`src/rtl/hex_scroll_controller.sv`:
```
// Scrolling hex marquee: FIFO-buffered digits shift right-to-left across HEX5..HEX0.
// Define HEX_DP_MARK_EN to carry a per-digit decimal point through the FIFO and displays.
module hex_scroll_controller #(
  parameter int TICK_DIV   = 12500000,
  parameter int FIFO_DEPTH = 8,
  parameter int HOLD_TICKS = 8
) (
  input  logic                          CLOCK_50,
  input  logic                          RESET_N,
  input  logic                          enable,
  input  logic                          in_valid,
  input  logic [3:0]                    in_digit,
  input  logic                          in_blank,
  input  logic                          in_dp,
  output logic                          in_ready,
  output logic                          busy,
  output logic [$clog2(FIFO_DEPTH):0]   fifo_count,
  output logic [7:0]                    HEX0,
  output logic [7:0]                    HEX1,
  output logic [7:0]                    HEX2,
  output logic [7:0]                    HEX3,
  output logic [7:0]                    HEX4,
  output logic [7:0]                    HEX5
);

  // state    | meaning
  // ST_IDLE  | display blank, waiting for the first digit
  // ST_RUN   | popping one digit per tick
  // ST_HOLD  | FIFO ran dry, display frozen for HOLD_TICKS ticks
  // ST_DRAIN | shifting blanks in until all six displays are clear

  localparam int CNT_W  = $clog2(TICK_DIV);
  localparam int PTR_W  = $clog2(FIFO_DEPTH);
  localparam int HOLD_W = $clog2(HOLD_TICKS + 1);

`ifdef HEX_DP_MARK_EN
  localparam int ENT_W = 6;
`else
  localparam int ENT_W = 5;
`endif

  localparam logic [CNT_W-1:0]  TC_LAST   = CNT_W'(TICK_DIV - 1);
  localparam logic [PTR_W:0]    FULL_CNT  = (PTR_W + 1)'(FIFO_DEPTH);
  localparam logic [HOLD_W-1:0] HOLD_LAST = HOLD_W'(HOLD_TICKS - 1);

  typedef enum logic [1:0] {ST_IDLE, ST_RUN, ST_HOLD, ST_DRAIN} state_t;

  state_t             state_q, state_d;
  logic [CNT_W-1:0]   tick_cnt_q, tick_cnt_d;
  logic [HOLD_W-1:0]  hold_q, hold_d;
  logic [2:0]         drain_q, drain_d;
  logic [PTR_W-1:0]   wr_ptr_q, wr_ptr_d, rd_ptr_q, rd_ptr_d;
  logic [PTR_W:0]     count_q, count_d;
  logic [ENT_W-1:0]   mem_q [FIFO_DEPTH];
  logic [ENT_W-1:0]   mem_d [FIFO_DEPTH];
  logic [7:0]         hex_q [6];
  logic [7:0]         hex_d [6];

  logic               tick, pop, push, shift_blank, fifo_empty;
  logic [ENT_W-1:0]   wr_entry;

`ifdef HEX_DP_MARK_EN
  assign wr_entry = {in_dp, in_blank, in_digit};
`else
  logic unused_dp;
  assign unused_dp = in_dp;
  assign wr_entry  = {in_blank, in_digit};
`endif

  // Entry layout: [3:0] digit, [4] blank, [5] dp (when carried).
  function automatic logic [7:0] glyph(input logic [ENT_W-1:0] e);
    logic [7:0] g;
    case (e[3:0])
      4'h0: g = 8'hC0;  4'h1: g = 8'hF9;  4'h2: g = 8'hA4;  4'h3: g = 8'hB0;
      4'h4: g = 8'h99;  4'h5: g = 8'h92;  4'h6: g = 8'h82;  4'h7: g = 8'hF8;
      4'h8: g = 8'h80;  4'h9: g = 8'h90;  4'hA: g = 8'h88;  4'hB: g = 8'h83;
      4'hC: g = 8'hC6;  4'hD: g = 8'hA1;  4'hE: g = 8'h86;  default: g = 8'h8E;
    endcase
    if (e[4]) g = 8'hFF;
`ifdef HEX_DP_MARK_EN
    else if (e[5]) g[7] = 1'b0;
`endif
    return g;
  endfunction

  assign fifo_empty = (count_q == '0);
  assign in_ready   = (count_q != FULL_CNT);
  assign push       = in_valid && in_ready;
  assign fifo_count = count_q;

  assign HEX0 = hex_q[0];
  assign HEX1 = hex_q[1];
  assign HEX2 = hex_q[2];
  assign HEX3 = hex_q[3];
  assign HEX4 = hex_q[4];
  assign HEX5 = hex_q[5];

  always_ff @(posedge CLOCK_50 or negedge RESET_N) begin
    if (!RESET_N) begin
      state_q    <= ST_IDLE;
      tick_cnt_q <= '0;
      hold_q     <= '0;
      drain_q    <= '0;
      wr_ptr_q   <= '0;
      rd_ptr_q   <= '0;
      count_q    <= '0;
      hex_q      <= '{default: 8'hFF};
    end else begin
      state_q    <= state_d;
      tick_cnt_q <= tick_cnt_d;
      hold_q     <= hold_d;
      drain_q    <= drain_d;
      wr_ptr_q   <= wr_ptr_d;
      rd_ptr_q   <= rd_ptr_d;
      count_q    <= count_d;
      hex_q      <= hex_d;
    end
  end

  // Storage needs no reset: occupancy is tracked by the pointers and count.
  always_ff @(posedge CLOCK_50) begin
    mem_q <= mem_d;
  end

  always_comb begin
    state_d = state_q;
    hold_d  = hold_q;
    drain_d = drain_q;
    case (state_q)
      ST_IDLE: begin
        hold_d  = '0;
        drain_d = '0;
        // A push landing on the final drain edge leaves data behind in IDLE.
        if (push || !fifo_empty) state_d = ST_RUN;
      end
      ST_RUN: begin
        if (tick && fifo_empty) begin
          state_d = ST_HOLD;
          hold_d  = '0;
        end
      end
      ST_HOLD: begin
        if (tick) begin
          if (!fifo_empty) begin
            state_d = ST_RUN;
          end else begin
            hold_d = hold_q + HOLD_W'(1);
            if (hold_q == HOLD_LAST) begin
              state_d = ST_DRAIN;
              drain_d = '0;
            end
          end
        end
      end
      default: begin
        if (tick) begin
          if (!fifo_empty) begin
            state_d = ST_RUN;
          end else begin
            drain_d = drain_q + 3'd1;
            if (drain_q == 3'd5) begin
              state_d = ST_IDLE;
              drain_d = '0;
            end
          end
        end
      end
    endcase
  end

  always_comb begin
    busy        = (state_q != ST_IDLE);
    tick        = busy && enable && (tick_cnt_q == TC_LAST);
    pop         = tick && !fifo_empty;
    shift_blank = tick && fifo_empty && (state_q == ST_DRAIN);
  end

  always_comb begin
    tick_cnt_d = tick_cnt_q;
    if (!busy || tick) tick_cnt_d = '0;
    else if (enable)   tick_cnt_d = tick_cnt_q + CNT_W'(1);

    mem_d    = mem_q;
    wr_ptr_d = wr_ptr_q;
    rd_ptr_d = rd_ptr_q;
    if (push) begin
      mem_d[wr_ptr_q] = wr_entry;
      wr_ptr_d        = wr_ptr_q + PTR_W'(1);
    end
    if (pop) rd_ptr_d = rd_ptr_q + PTR_W'(1);

    case ({push, pop})
      2'b10:   count_d = count_q + (PTR_W + 1)'(1);
      2'b01:   count_d = count_q - (PTR_W + 1)'(1);
      default: count_d = count_q;
    endcase

    hex_d = hex_q;
    if (pop || shift_blank) begin
      for (int i = 5; i > 0; i--) hex_d[i] = hex_q[i-1];
      hex_d[0] = pop ? glyph(mem_q[rd_ptr_q]) : 8'hFF;
    end
  end

endmodule
```
`config.mk`:
```
export PLATFORM = sky130hd
export DESIGN_NAME = hex_scroll_controller
export DESIGN_NICKNAME = d
export VERILOG_FILES = /design/src/rtl/hex_scroll_controller.sv
export SDC_FILE = /design/constraint.sdc
export NUM_CORES = 1
export LEC_CHECK = 0
export ABC_AREA = 0
export BUFFER_PORTS_ARGS = -buffer_cell sky130_fd_sc_hd__buf_2
export CAP_MARGIN = 10
export CORE_ASPECT_RATIO = 1.75
export CORE_MARGIN = 4
export CORE_UTILIZATION = 63
export CTS_CLUSTER_SIZE = 20
export DETAILED_ROUTE_END_ITERATION = 12
export PLACE_DENSITY = 0.85
export SLEW_MARGIN = 5
export SYNTH_ARGS = -nofsm -noshare
export SYNTH_HDL_FRONTEND = slang
export SYNTH_SLANG_ARGS = --single-unit
export TNS_END_PERCENT = 20
```
`constraint.sdc`:
```
create_clock -name CLOCK_50 -period 4.35 [get_ports CLOCK_50]
set_input_delay 0.6525 -clock CLOCK_50 [delete_from_list [all_inputs] [get_ports CLOCK_50]]
set_output_delay 0.6525 -clock CLOCK_50 [all_outputs]
set_load 0.05 [all_outputs]
```
; ---- Word-level counts from Yosys, hierarchy flattened
; Memory sizes are Yosys's and may differ from the RTL's.
; Cells that the tools add are included.
[totals]
latch_bits = 0
regBits = 131
ram_bits = 0
mem_count = 1
mem_bits_ro = 112
word_cells = 106
input_bits = 10
[memory_table]
columns = name, depth, word_bits, rd, rd_clocked_by_memory_dff, wr, line_no
row1 = (no name shown), 16, 7, 1, 0, 0, 73  ; case (e[3:0])
[op_classes]
n_addsub = 7
n_mux = 31
magnitude_cmp = 3
shift = 0
reduce_logical = 24
n_mul = 0
div = 0
eq_ne = 16
n_bitwise = 3
[op_table]
columns = op, n
row1 = two-way mux 24 bit, 2
row2 = bitwise mux 40 bit, 1
row3 = "adder 24 x 1 -> 24 bit, second input constant", 1
row4 = "== test 24 bit, second input constant", 1
row5 = two-way mux 3 bit, 6
row6 = two-way mux 2 bit, 8
row7 = two-way mux 8 bit, 2
row8 = binary-select mux 5 bit (select 3 bit), 1
row9 = demux 5 bit (select 3 bit), 1
row10 = two-way mux 5 bit, 3
row11 = two-way mux 4 bit, 3
row12 = one-hot mux 4 bit (3 select lines), 1
row13 = AND reduction 6 bit, 2
row14 = "!= test 2 bit, second input constant", 5
row15 = nonzero test 2 bit, 5
row16 = "adder 3 x 1 -> 3 bit, second input constant", 3
row17 = one-hot mux 3 bit (3 select lines), 1
row18 = "adder 4 x 1 -> 4 bit, second input constant", 2
row19 = ">= comparator 4 bit, second input constant", 2
row20 = NOT 3 -> 4 bit, 2
row21 = one-hot mux 4 bit (2 select lines), 1
row22 = logical AND 1 bit, 7
row23 = "== test 2 bit, second input constant", 3
row24 = one-hot mux 2 bit (3 select lines), 1
row25 = 15 further kinds, 20

; ---- Logic depth before layout (Yosys ltp)
; An unclocked memory read counts as a cell.
[depth]
word_depth = 7
ltp_mapped = 12

; ---- Worst setup path after synthesis
; Ideal clock, no wire load.
[synth_timing]
path_kind = register to register
startpoint = register count_q[1] (netlist: fifo_count[1])
endpoint = register count_q[2] (netlist: fifo_count[2])
setup_ns = 0.144
setup_slack_ns = 1.283
path_buffers = 2
required_time_ns = 4.206
arrival_ns = 2.923
path_stages_with_launch = 12
path_cell_list = dfrtp_1 > buf_4 > or4b_1 > clkbuf_1 > nand2_1 > ha_1 > xor2_1 > ha_1 > a21oi_1 > xnor2_1 > nand2_1 > xnor2_1
[synth_between]
word_cells_on_any_way = 11
[synth_rtl]
columns = element, line_no
row1 = "start, declared", 53  ; logic [PTR_W:0] count_q, count_d;
row2 = "start signal, assigned", 115  ; count_q <= count_d;
row3 = != test 4 bit (*), 87  ; assign in_ready = (count_q != FULL_CNT);
row4 = net in_ready, 15  ; output logic in_ready,
row5 = logical AND 1 bit (*), 88  ; assign push = in_valid && in_ready;
row6 = == test 2 x 1 -> 1 bit / == test 2 bit (equally long branches), 192  ; case ({push, pop})
row7 = one-hot mux 4 bit (2 select lines) / nonzero test 2 bit (equally long branches), n/a
; Mark *: on every way through the listed nets, which the timed path passes. The rest lies on a longest branch.
; A chain may end at the register's enable or synchronous reset.

; ---- Worst setup path after layout
[layout_timing]
startpoint = register state_q[0]
endpoint = register count_q[2] (netlist: fifo_count[2])
[layout_between]
elab_chain_len = 6
word_cells_on_any_way = 8
[layout_rtl]
columns = element, line_no
row1 = "start, declared", 48  ; state_t state_q, state_d;
row2 = "start signal, assigned", 109  ; state_q <= state_d;
row3 = nonzero test 2 bit (*), 172  ; busy = (state_q != ST_IDLE);
row4 = logical AND 1 bit (*) (2 in a row), 173  ; tick = busy && enable && (tick_cnt_q == TC_LAST);
row5 = logical AND 1 bit (*), 174  ; pop = tick && !fifo_empty;
row6 = == test 2 x 1 -> 1 bit / == test 2 bit (equally long branches), 192
row7 = one-hot mux 4 bit (2 select lines) / nonzero test 2 bit (equally long branches), n/a
; Mark *: on every way between the ends. The rest lies on a longest branch, timed or not.

==> results.py <==
metrics = {
    "power_and_ir_drop": {
        "p_leak_nw": 2.856,
        "combPwrFrac_pct": 14.5,
        "net-switching-power_uw": 919.5,
        "cell_internal_pwr_mw": 2.261,
        "switching_share_pct": 28.91,
        "pwr-share-clk_pct": 39.3,
        "power_frac_seq_pct": 46.2,
        "p_per_area_mw_per_mm2": 468.7,
        "peakVddDrop_uv": 460.6,
    },
    "worst_hold_path": {
        "hold_path.class": "primary input to asynchronous set/reset pin",
    },
    "sta": {
        "timing.slew.headroom_pct": 31.16,
        "finalHoldViolCount": 0,
        "slew_violations": 0,
        "period_share_pct": 71.27,
        "tns_ns": 0,
        "skew_ns": 0.008243,
        "finalSetupViolCount": 0,
        "rsz0062_at_grt": "no",
        "fmax_mhz": 322.5,
        "tightestPinTransition_ns": 1.033,
        "period_minus_slack_ns": 3.100,
    },
    "setup_path": {
        "setup.worst_path.end": "fifo_count[2]$_DFFE_PN0P_",
        "critical_path_arrival_ns": 3.39,
        "r2r_cells": 12,
        "required_ns": 4.64,
        "cpMostUsedCell": "ha_1",
        "crit_type": "register to register",
        "critPathLaunchType": "register",
        "end_kind": "register",
        "reg2reg_setup_slack_ns": 1.25,
        "crit_fanout": 8,
        "startpoint": "state_q[0]$_DFFE_PN0P_",
        "r2r_end": "fifo_count[2]$_DFFE_PN0P_",
        "crit_chain": "inv_1, ha_1, and2b_1, nand4_1, nor3_4, ha_1, xor2_1, ha_1, a21oi_1, xnor2_1, nand2_1, xnor2_1",
        "reg2reg_from": "state_q[0]$_DFFE_PN0P_",
        "slowest_stage": "nor3_4",
        "slowest_delay_ns": 0.52,
    },
    "finish": {
        "drive_above_1_share_pct": 35.80,
        "layout_commonest_cell": "buf_2",
        "num_antenna_cells": 0,
        "areaGrowthSynthToFinish_pct": 14.26,
        "design_area_sq_mm": 0.006787,
        "n_fill_cell": 571,
        "fin_nets": 543,
        "final_cell_mix": "buf_2, dfrtp_1, dfstp_2",
    },
    "logic_synthesis": {
        "synth_edf_count": 40,
        "yosys.area.top_type": "edfxtp_1",
        "synth_top_area_share_pct": 20.22,
        "synth_area_per_cell_sq_um": 13.00,
        "ys_top_cells_by_area": "edfxtp_1, dfstp_2, dfrtp_1, mux2_2, ha_1",
        "ys_types": 56,
        "synth-seq-area-share_pct": 56.92,
        "synth_cells": 457,
        "synth-async-reset-ratio_pct": 68.00,
        "synthFlopType": "dfrtp_1",
        "syn-cell-area_sq_mm": 0.005939,
        "ys_ff_latch": 125,
        "yosys_warnings": 0,
    },
    "cts": {
        "htree_num_levels": 4,
        "cts_hold_buf": 0,
        "post_cts_buffers": 0,
        "cts_sinks": 125,
        "post_cts_resized": 0,
        "cts_buffers": 17,
        "clk_pin_slew_ns": 0.06,
        "cts-root-buf": "clkbuf_16",
        "cts_tree": "built",
        "clkLatencyLatePin_ns": 0.42,
        "cts_buffer_depth": 2,
    },
    "die": {
        "fp.dieW_um": 81.40,
        "die_y_um": 136.4,
        "rows": 46,
        "start_util_pct": 64.90,
        "ios": 64,
        "core_region_area_sq_mm": 0.009151,
        "die_area_sq_mm": 0.01111,
    },
    "routing": {
        "drt-vias-per-instance": 5.881,
        "highest_layer": "met4",
        "num_vias": 3811,
        "firstDrtPassIters": 5,
        "met3_length_um": 479,
        "drt_iter0_drc": 239,
        "drt-met1-wl_mm": 4.269,
        "wire_per_inst_um": 18.01,
        "wl_mm": 11.67,
        "ant_nets": 0,
        "wl_met2_mm": 6.591,
        "drc": 0,
    },
    "placement": {
        "gp_congestion": 0.8587,
        "post-dp-hpwl_mm": 7.740,
        "place_area_sq_mm": 0.006255,
        "io_buffers": 56,
    },
    "global_route": {
        "grt_pass1_wl_mm": 19.20,
        "grt_max_degree": 86,
        "grt_overflow": 0,
        "grt_usage_pct": 23.41,
        "grt_pass1_vias": 3887,
        "antenna_found_initial": 0,
    },
    "job": {
        "cap_violations": 0,
    },
    "status": {
        "status": "finished, final reports clean",
    },
}
[metal layers]
| metal | vias to the layer above | GRT usage, % |
|---|---|---|
| met1 | 1894 | 25.36 |
| li1 | 1785 | - |
| met3 | 27 | 6.167 |
| met4 | 0 | 10.43 |
| met5 | - | 0 |
| met2 | 105 | 41.65 |
[cell usage after synthesis, types with 3 or more instances]
master and instances:
xnor2_1 22, nor3_1 14, mux4_2 10, dfrtp_1 43
o211ai_1 8, buf_2 7, xor2_1 8, clkbuf_1 4
or3_1 6, o32a_1 4, nand4_1 10, a21oi_1 6
and4_1 3, nand2_1 18, or4_1 3, nor4_1 10
mux2_2 39, nor2_1 39, edfxtp_1 40, buf_4 11
inv_1 22, and3_1 4, ha_1 18, dfstp_2 42
nand3_1 11, mux2i_1 11, o21ai_0 5
[through the flow]
step	hold slack (ns)	util [%]	instances	power, mW	setup WS, ns
floorplan	0.3569	-	462	1.813	1.283
global placement	0.5099	68.35	616	1.913	1.310
detailed placement	0.5134	68.35	616	1.937	1.240
CTS	0.4511	74.16	648	3.203	1.259
global route	0.5154	74.16	648	3.318	1.037
finish	0.4362	74.16	648	3.181	1.250
[registers in the layout, indices dropped and copies added, names as in the netlist]
| signal | count |
|---|---|
| mem_q | 40 |
| tick_cnt_q | 24 |
| HEX0 | 7 |
| HEX1 | 7 |
| HEX2 | 7 |
| HEX3 | 7 |
| HEX4 | 7 |
| HEX5 | 7 |
| fifo_count | 4 |
| hold_q | 4 |
| drain_q | 3 |
| rd_ptr_q | 3 |
| wr_ptr_q | 3 |
| state_q | 2 |
[how the worst min path moves through the flow]
stage / from / to / slack (ns) / cells after the start
after floorplan: RESET_N / drain_q[0]$_DFFE_PN0P_ / 0.36 / 0
after global placement: HEX0[4]$_DFFE_PN1P_ / HEX0[4]$_DFFE_PN1P_ / 0.51 / 1
after detailed placement: HEX0[4]$_DFFE_PN1P_ / HEX0[4]$_DFFE_PN1P_ / 0.51 / 1
after CTS: RESET_N / tick_cnt_q[11]$_DFFE_PN0P_ / 0.45 / 1
after global routing: RESET_N / tick_cnt_q[11]$_DFFE_PN0P_ / 0.52 / 1
final: RESET_N / rd_ptr_q[2]$_DFFE_PN0N_ / 0.44 / 1
[area by class of cell]
type / instances / area, sq um / share of cell area [%]
Inverter: 22 / 82.58 / 1.217
Sequential cell: 125 / 3381 / 49.82
Multi-Input combinational cell: 291 / 2344 / 34.53
Clock inverter: 10 / 66.31 / 0.9771
Clock buffer: 22 / 465.4 / 6.858
Tap cell: 120 / 150.1 / 2.212
Timing Repair Buffer: 58 / 297.8 / 4.388
[cell families after synthesis]
logic type               after synthesis  synth area share (%)
buffers and inverters                 46                 4.002
other                                  1               0.06314
adder cells (fa/ha/maj)               18                 3.792
XOR/XNOR                              30                 4.424
AO/OA/AOI/OAI                         41                 5.035
flip-flops                           125                 56.92
multiplexers                          62                 13.42
AND/OR/NAND/NOR                      134                 12.34
[worst max-delay path: cells and delay by family (launching register included)]
| family | cells | cell delay, ns |
|---|---|---|
| adders and majority gates | 3 | 0.82 |
| xor gates and xnor gates | 3 | 0.36 |
| buffers and inverters | 1 | 0.11 |
| DFF | 1 | 0.43 |
| and+or+nand+nor | 4 | 1.09 |
| AOI/OAI and AO/OA | 1 | 0.15 |
[power by group through the flow]
stage	clock network (mW)	registers, mW	logic, mW
CTS	1.27	1.47	0.465
detailed placement	0	1.48	0.459
finish	1.25	1.47	0.462
global route	1.32	1.48	0.509
global placement	0	1.47	0.444
floorplan	0	1.51	0.303
No activity file was read; power rests on OpenSTA's default activity.
